==> src/rtl/glbl_reg_arb.sv <==
// Two-master round-robin arbiter in front of a single 8-bit-address register bus.
// One transaction at a time: grant, drive the slave from a latched copy, wait
// for s_ack or a timeout, then return data/ack/err to the owning master.
module glbl_reg_arb #(
    parameter int TO_CYC = 64
) (
    input  logic        mclk,
    input  logic        reset,
    input  logic [1:0]  m_cs,
    input  logic [1:0]  m_wr,
    input  logic [15:0] m_addr,
    input  logic [63:0] m_wdata,
    input  logic [7:0]  m_be,
    output logic [63:0] m_rdata,
    output logic [1:0]  m_ack,
    output logic [1:0]  m_err,
    output logic        s_cs,
    output logic        s_wr,
    output logic [7:0]  s_addr,
    output logic [31:0] s_wdata,
    output logic [3:0]  s_be,
    input  logic [31:0] s_rdata,
    input  logic        s_ack,
    output logic [1:0]  grant,
    output logic [7:0]  to_cnt
);

    typedef enum logic [1:0] {
        IDLE = 2'd0,
        REQ  = 2'd1,
        DONE = 2'd2
    } state_t;

    // Counter value on the last REQ cycle before the transaction is abandoned.
    localparam logic [7:0] TO_LAST = 8'(TO_CYC - 1);

    state_t      state_q;
    logic        lastGrant_q;
    logic [7:0]  timeoutCnt_q;
    logic [1:0]  grant_q;
    logic [1:0]  mAck_q;
    logic [1:0]  mErr_q;
    logic [63:0] mRdata_q;
    logic        sCs_q;
    logic        sWr_q;
    logic [7:0]  sAddr_q;
    logic [31:0] sWdata_q;
    logic [3:0]  sBe_q;
    logic [7:0]  toCnt_q;

    logic        winner_d;
    logic [1:0]  winnerOneHot_d;
    logic        timeout_d;

    // Round-robin pick: on contention the master not served last wins.
    always_comb begin
        winner_d = 1'b0;
        if (m_cs == 2'b11) begin
            winner_d = ~lastGrant_q;
        end else begin
            winner_d = m_cs[1];
        end
        winnerOneHot_d = winner_d ? 2'b10 : 2'b01;
        timeout_d      = (timeoutCnt_q == TO_LAST);
    end

    // Transaction FSM with all bus-facing outputs registered.
    always_ff @(posedge mclk or posedge reset) begin
        if (reset) begin
            state_q      <= IDLE;
            lastGrant_q  <= 1'b1;
            timeoutCnt_q <= '0;
            grant_q      <= '0;
            mAck_q       <= '0;
            mErr_q       <= '0;
            mRdata_q     <= '0;
            sCs_q        <= 1'b0;
            sWr_q        <= 1'b0;
            sAddr_q      <= '0;
            sWdata_q     <= '0;
            sBe_q        <= '0;
            toCnt_q      <= '0;
        end else begin
            mAck_q <= '0;
            mErr_q <= '0;
            case (state_q)
                IDLE: begin
                    if (|m_cs) begin
                        state_q      <= REQ;
                        lastGrant_q  <= winner_d;
                        grant_q      <= winnerOneHot_d;
                        timeoutCnt_q <= '0;
                        sCs_q        <= 1'b1;
                        sWr_q        <= winner_d ? m_wr[1]         : m_wr[0];
                        sAddr_q      <= winner_d ? m_addr[15:8]    : m_addr[7:0];
                        sWdata_q     <= winner_d ? m_wdata[63:32]  : m_wdata[31:0];
                        sBe_q        <= winner_d ? m_be[7:4]       : m_be[3:0];
                    end
                end
                REQ: begin
                    if (s_ack) begin
                        state_q <= DONE;
                        sCs_q   <= 1'b0;
                        mAck_q  <= grant_q;
                        if (lastGrant_q) begin
                            mRdata_q[63:32] <= s_rdata;
                        end else begin
                            mRdata_q[31:0] <= s_rdata;
                        end
                    end else if (timeout_d) begin
                        state_q <= DONE;
                        sCs_q   <= 1'b0;
                        mAck_q  <= grant_q;
                        mErr_q  <= grant_q;
                        if (lastGrant_q) begin
                            mRdata_q[63:32] <= '0;
                        end else begin
                            mRdata_q[31:0] <= '0;
                        end
                        if (toCnt_q != 8'hFF) begin
                            toCnt_q <= toCnt_q + 8'd1;
                        end
                    end else begin
                        timeoutCnt_q <= timeoutCnt_q + 8'd1;
                    end
                end
                DONE: begin
                    state_q <= IDLE;
                    grant_q <= '0;
                end
                default: begin
                    state_q <= IDLE;
                    grant_q <= '0;
                    sCs_q   <= 1'b0;
                end
            endcase
        end
    end

    assign m_rdata = mRdata_q;
    assign m_ack   = mAck_q;
    assign m_err   = mErr_q;
    assign s_cs    = sCs_q;
    assign s_wr    = sWr_q;
    assign s_addr  = sAddr_q;
    assign s_wdata = sWdata_q;
    assign s_be    = sBe_q;
    assign grant   = grant_q;
    assign to_cnt  = toCnt_q;

endmodule

==> config.mk <==
export PLATFORM = sky130hd
export DESIGN_NAME = glbl_reg_arb
export DESIGN_NICKNAME = d
export VERILOG_FILES = /design/src/rtl/glbl_reg_arb.sv
export SDC_FILE = /design/constraint.sdc
export NUM_CORES = 1
export LEC_CHECK = 0
export ABC_AREA = 1
export CAP_MARGIN = 40
export CORE_ASPECT_RATIO = 1.25
export CORE_MARGIN = 5
export CORE_UTILIZATION = 47
export DETAILED_ROUTE_END_ITERATION = 16
export GPL_TIMING_DRIVEN = 0
export PLACE_DENSITY_LB_ADDON = 0.05
export SYNTH_ARGS = -nofsm -noshare
export SYNTH_HDL_FRONTEND = slang
export SYNTH_SLANG_ARGS = --single-unit
==> constraint.sdc <==
create_clock -name mclk -period 8.8 [get_ports mclk]
set_input_delay 1.76 -clock mclk [delete_from_list [all_inputs] [get_ports mclk]]
set_output_delay 1.76 -clock mclk [all_outputs]
set_load 0.05 [all_outputs]
==> impl_metrics.toml <==
[critical_path]
r2r-end = "m_rdata[0]$_DFFE_PP0P_"
critPathBufInv = 1
worstSetupStartpointType = "flop"
slowest_delay_ps = 850
arrival_ps = 1730
reg2reg_depth = 6
cp-end-kind = "primary output"
cpLargestDelayFamily = "buffers and inverters"
crit_path_top_delay_cell = "clkdlybuf4s50_1"
r2r_setup_slack_ps = 7070
worst-path-max-fanout = 6
crit_path_cell_trace = "clkdlybuf4s50_1"
required_ps = 7040
rr_startpoint = "lastGrant_q$_DFFE_PP1P_"
worstSetupPathType = "reg2out"

[layout]
antenna_cells = 0
final_cell_mix = "nand2_1, clkdlybuf4s50_1, dfrtp_1"
layout_commonest_cell = "nand2_1"
nNetsFinal = 1161
synthToLayoutAreaGrowth_pct = 53.5
fin_area_sq_mm = 0.00953
drive_gt1_frac = 0.0833
nFillCells = 1053

[global_route]
grt_use_total = 0.253
grt_antenna_before_repair = 0
grt_pass1_vias = 6081
grt_overflow = 0
grt_pass1_wl_mm = 31.7
grt_start_max_net_pins = 78

[drt]
wire_per_inst_um = 16.1
antenna_left = 0
viasPerCell = 4.96
drc = 0
vias = 6031
routed_wl_mm = 19.5
dr.pass1.iters = 5
drt_iter0_drc = 389

[hold_path]
hold_depth = 2
min_delay_worst_endpoint = "m_rdata[35]$_DFFE_PP0P_"
hp-start = "m_rdata[35]$_DFFE_PP0P_"
min_path_type = "reg2reg"

[floorplanning]
start_util = 0.474
io-pin-count = 251
design.die.area_sq_mm = 0.0156
row_count = 47
die_y_um = 139
dieWidth_um = 113
fp.coreArea_sq_mm = 0.0131

[yosys]
synth_compound_area_frac = 0.0137
synth_adder_area_share = 0.00403
muxShareOfSynthArea = 0
synthCells = 763
syn_area_per_cell_sq_um = 8.14
ys_warn_count = 0
netlist_area_sq_mm = 0.00621
synth_nets = 892
synth_seq_area_share = 0.544
yosys.area_share.simple = 0.350
synth_top_family_by_area = "simple AND/OR/NAND/NOR gates"
synthXorXnorAreaFrac = 0.0113
ys_types = 28
ys_ff_latch = 135

[clocking]
cts_setup_buffers = 0
cts_buffers = 17
cts-resized-gates = 0
htreeDepth = 4
cts_root_buf = "clkbuf_16"
tritoncts = "yes"
clk_latency_ps = 420
clkTransAtPathRegs_ps = 60
cts_hold_buf = 0
clock_path_buffers = 2
numClockSinks = 135

[sta]
hold_viol_final = 0
timing.fmax_mhz = 286
setup-tns-final_ps = 0
rsz0062_at_grt = "false"
finClkSkew_ps = 9.10
setup_viol = 0
holdWs_ps = 468
max_slew.worst_pin.slew_ps = 608
relSlewSlack = 0.593
min_period_over_period = 0.397
period_needed_ps = 3490
finalMaxSlewViolations = 0

[power]
p_per_area_mw_per_mm2 = 399
total_power_mw = 3.80
peakVddDrop_mv = 0.243
leakagePower_nw = 4.79

[job]
maxCapViolations = 0

[placement]
place.gp.congestion = 0.863
port_buffers = 249
hpwl_mm = 14.6
place_area_sq_mm = 0.00895

[outcome]
status = "completed"
-- flip-flops by register name (all words and copies together) (netlist names), 4 cells and up --
signal        cells
m_rdata          64
s_wdata          32
s_addr            8
timeoutCnt_q      8
s_be              4
to_cnt            8
-- cells by family after synthesis --
kind of cell,count (synthesis)
DFF,135
and+or+nand+nor,500
buffers and inverters,102
AOI/OAI and AO/OA,16
xor gates and xnor gates,8
adders and majority gates,2
-- cell type report --
class / count / area [sq um] / area share
multi-input cells: 526 / 2350 / 0.247
well taps: 171 / 214 / 0.0225
flip-flops and latches: 135 / 3380 / 0.355
repair buffers: 250 / 2520 / 0.264
clock buffers: 18 / 429 / 0.0450
clock inverters: 14 / 151 / 0.0159
plain buffers: 44 / 260 / 0.0273
inverters: 58 / 223 / 0.0234
-- where the power goes --
part	total, mW	internal [mW]	switching, mW
Combinational	2.09	0.644	1.44
Clock	0.697	0.419	0.278
Sequential	1.02	0.879	0.140
-- stage by stage --
| stage | util | setup WS, ps | std cells |
|---|---|---|---|
| finish | 0.727 | 5310 | 1216 |
| detailed placement | 0.682 | 5510 | 1184 |
| floorplan | - | 3430 | 763 |
| CTS | 0.727 | 5290 | 1216 |
| global route | 0.727 | 5250 | 1216 |
| global placement | 0.680 | 1360 | 1183 |
-- per-layer routing --
metal | up-vias | global-route usage | wire (um)
li1 | 2972 | - | -
met1 | 2792 | 0.314 | 7990
met2 | 245 | 0.439 | 9800
met3 | 22 | 0.0594 | 1430
met4 | 0 | 0.0741 | 314
met5 | - | 0 | 0
-- worst max path at each step --
stage | start | to | slack (ps) | cells after the start
floorplan | reset | grant[0]$_DFFE_PP0P_ | 3430 | 1
global placement | reset | m_rdata[12]$_DFFE_PP0P_ | 1360 | 2
detailed placement | m_cs[1] | s_wdata[30]$_DFFE_PP0P_ | 5510 | 8
CTS | to_cnt[5]$_DFFE_PP0P_ | to_cnt[5] | 5290 | 1
global route | to_cnt[5]$_DFFE_PP0P_ | to_cnt[5] | 5250 | 1
finish | to_cnt[5]$_DFFE_PP0P_ | to_cnt[5] | 5310 | 1
-- Yosys cell counts (all sizes together) --
| cell | instances | area [sq um] |
|---|---|---|
| xor2 | 6 | 52.6 |
| o21ai | 13 | 65.1 |
| ha | 2 | 25.0 |
| dfrtp | 134 | 3350 |
| inv | 57 | 214 |
| clkinv | 1 | 3.75 |
| a21oi | 2 | 13.8 |
| xnor2 | 2 | 17.5 |
| nand4 | 64 | 400 |
| nor2 | 24 | 123 |
| clkbuf | 11 | 41.3 |
| o22ai | 1 | 6.26 |
| dfstp | 1 | 26.3 |
| nand3b | 1 | 7.51 |
| nand3 | 49 | 260 |
| nand2 | 360 | 1370 |
| nor3 | 2 | 10.0 |
| buf | 33 | 219 |
(Power assumes the default switching activity.)
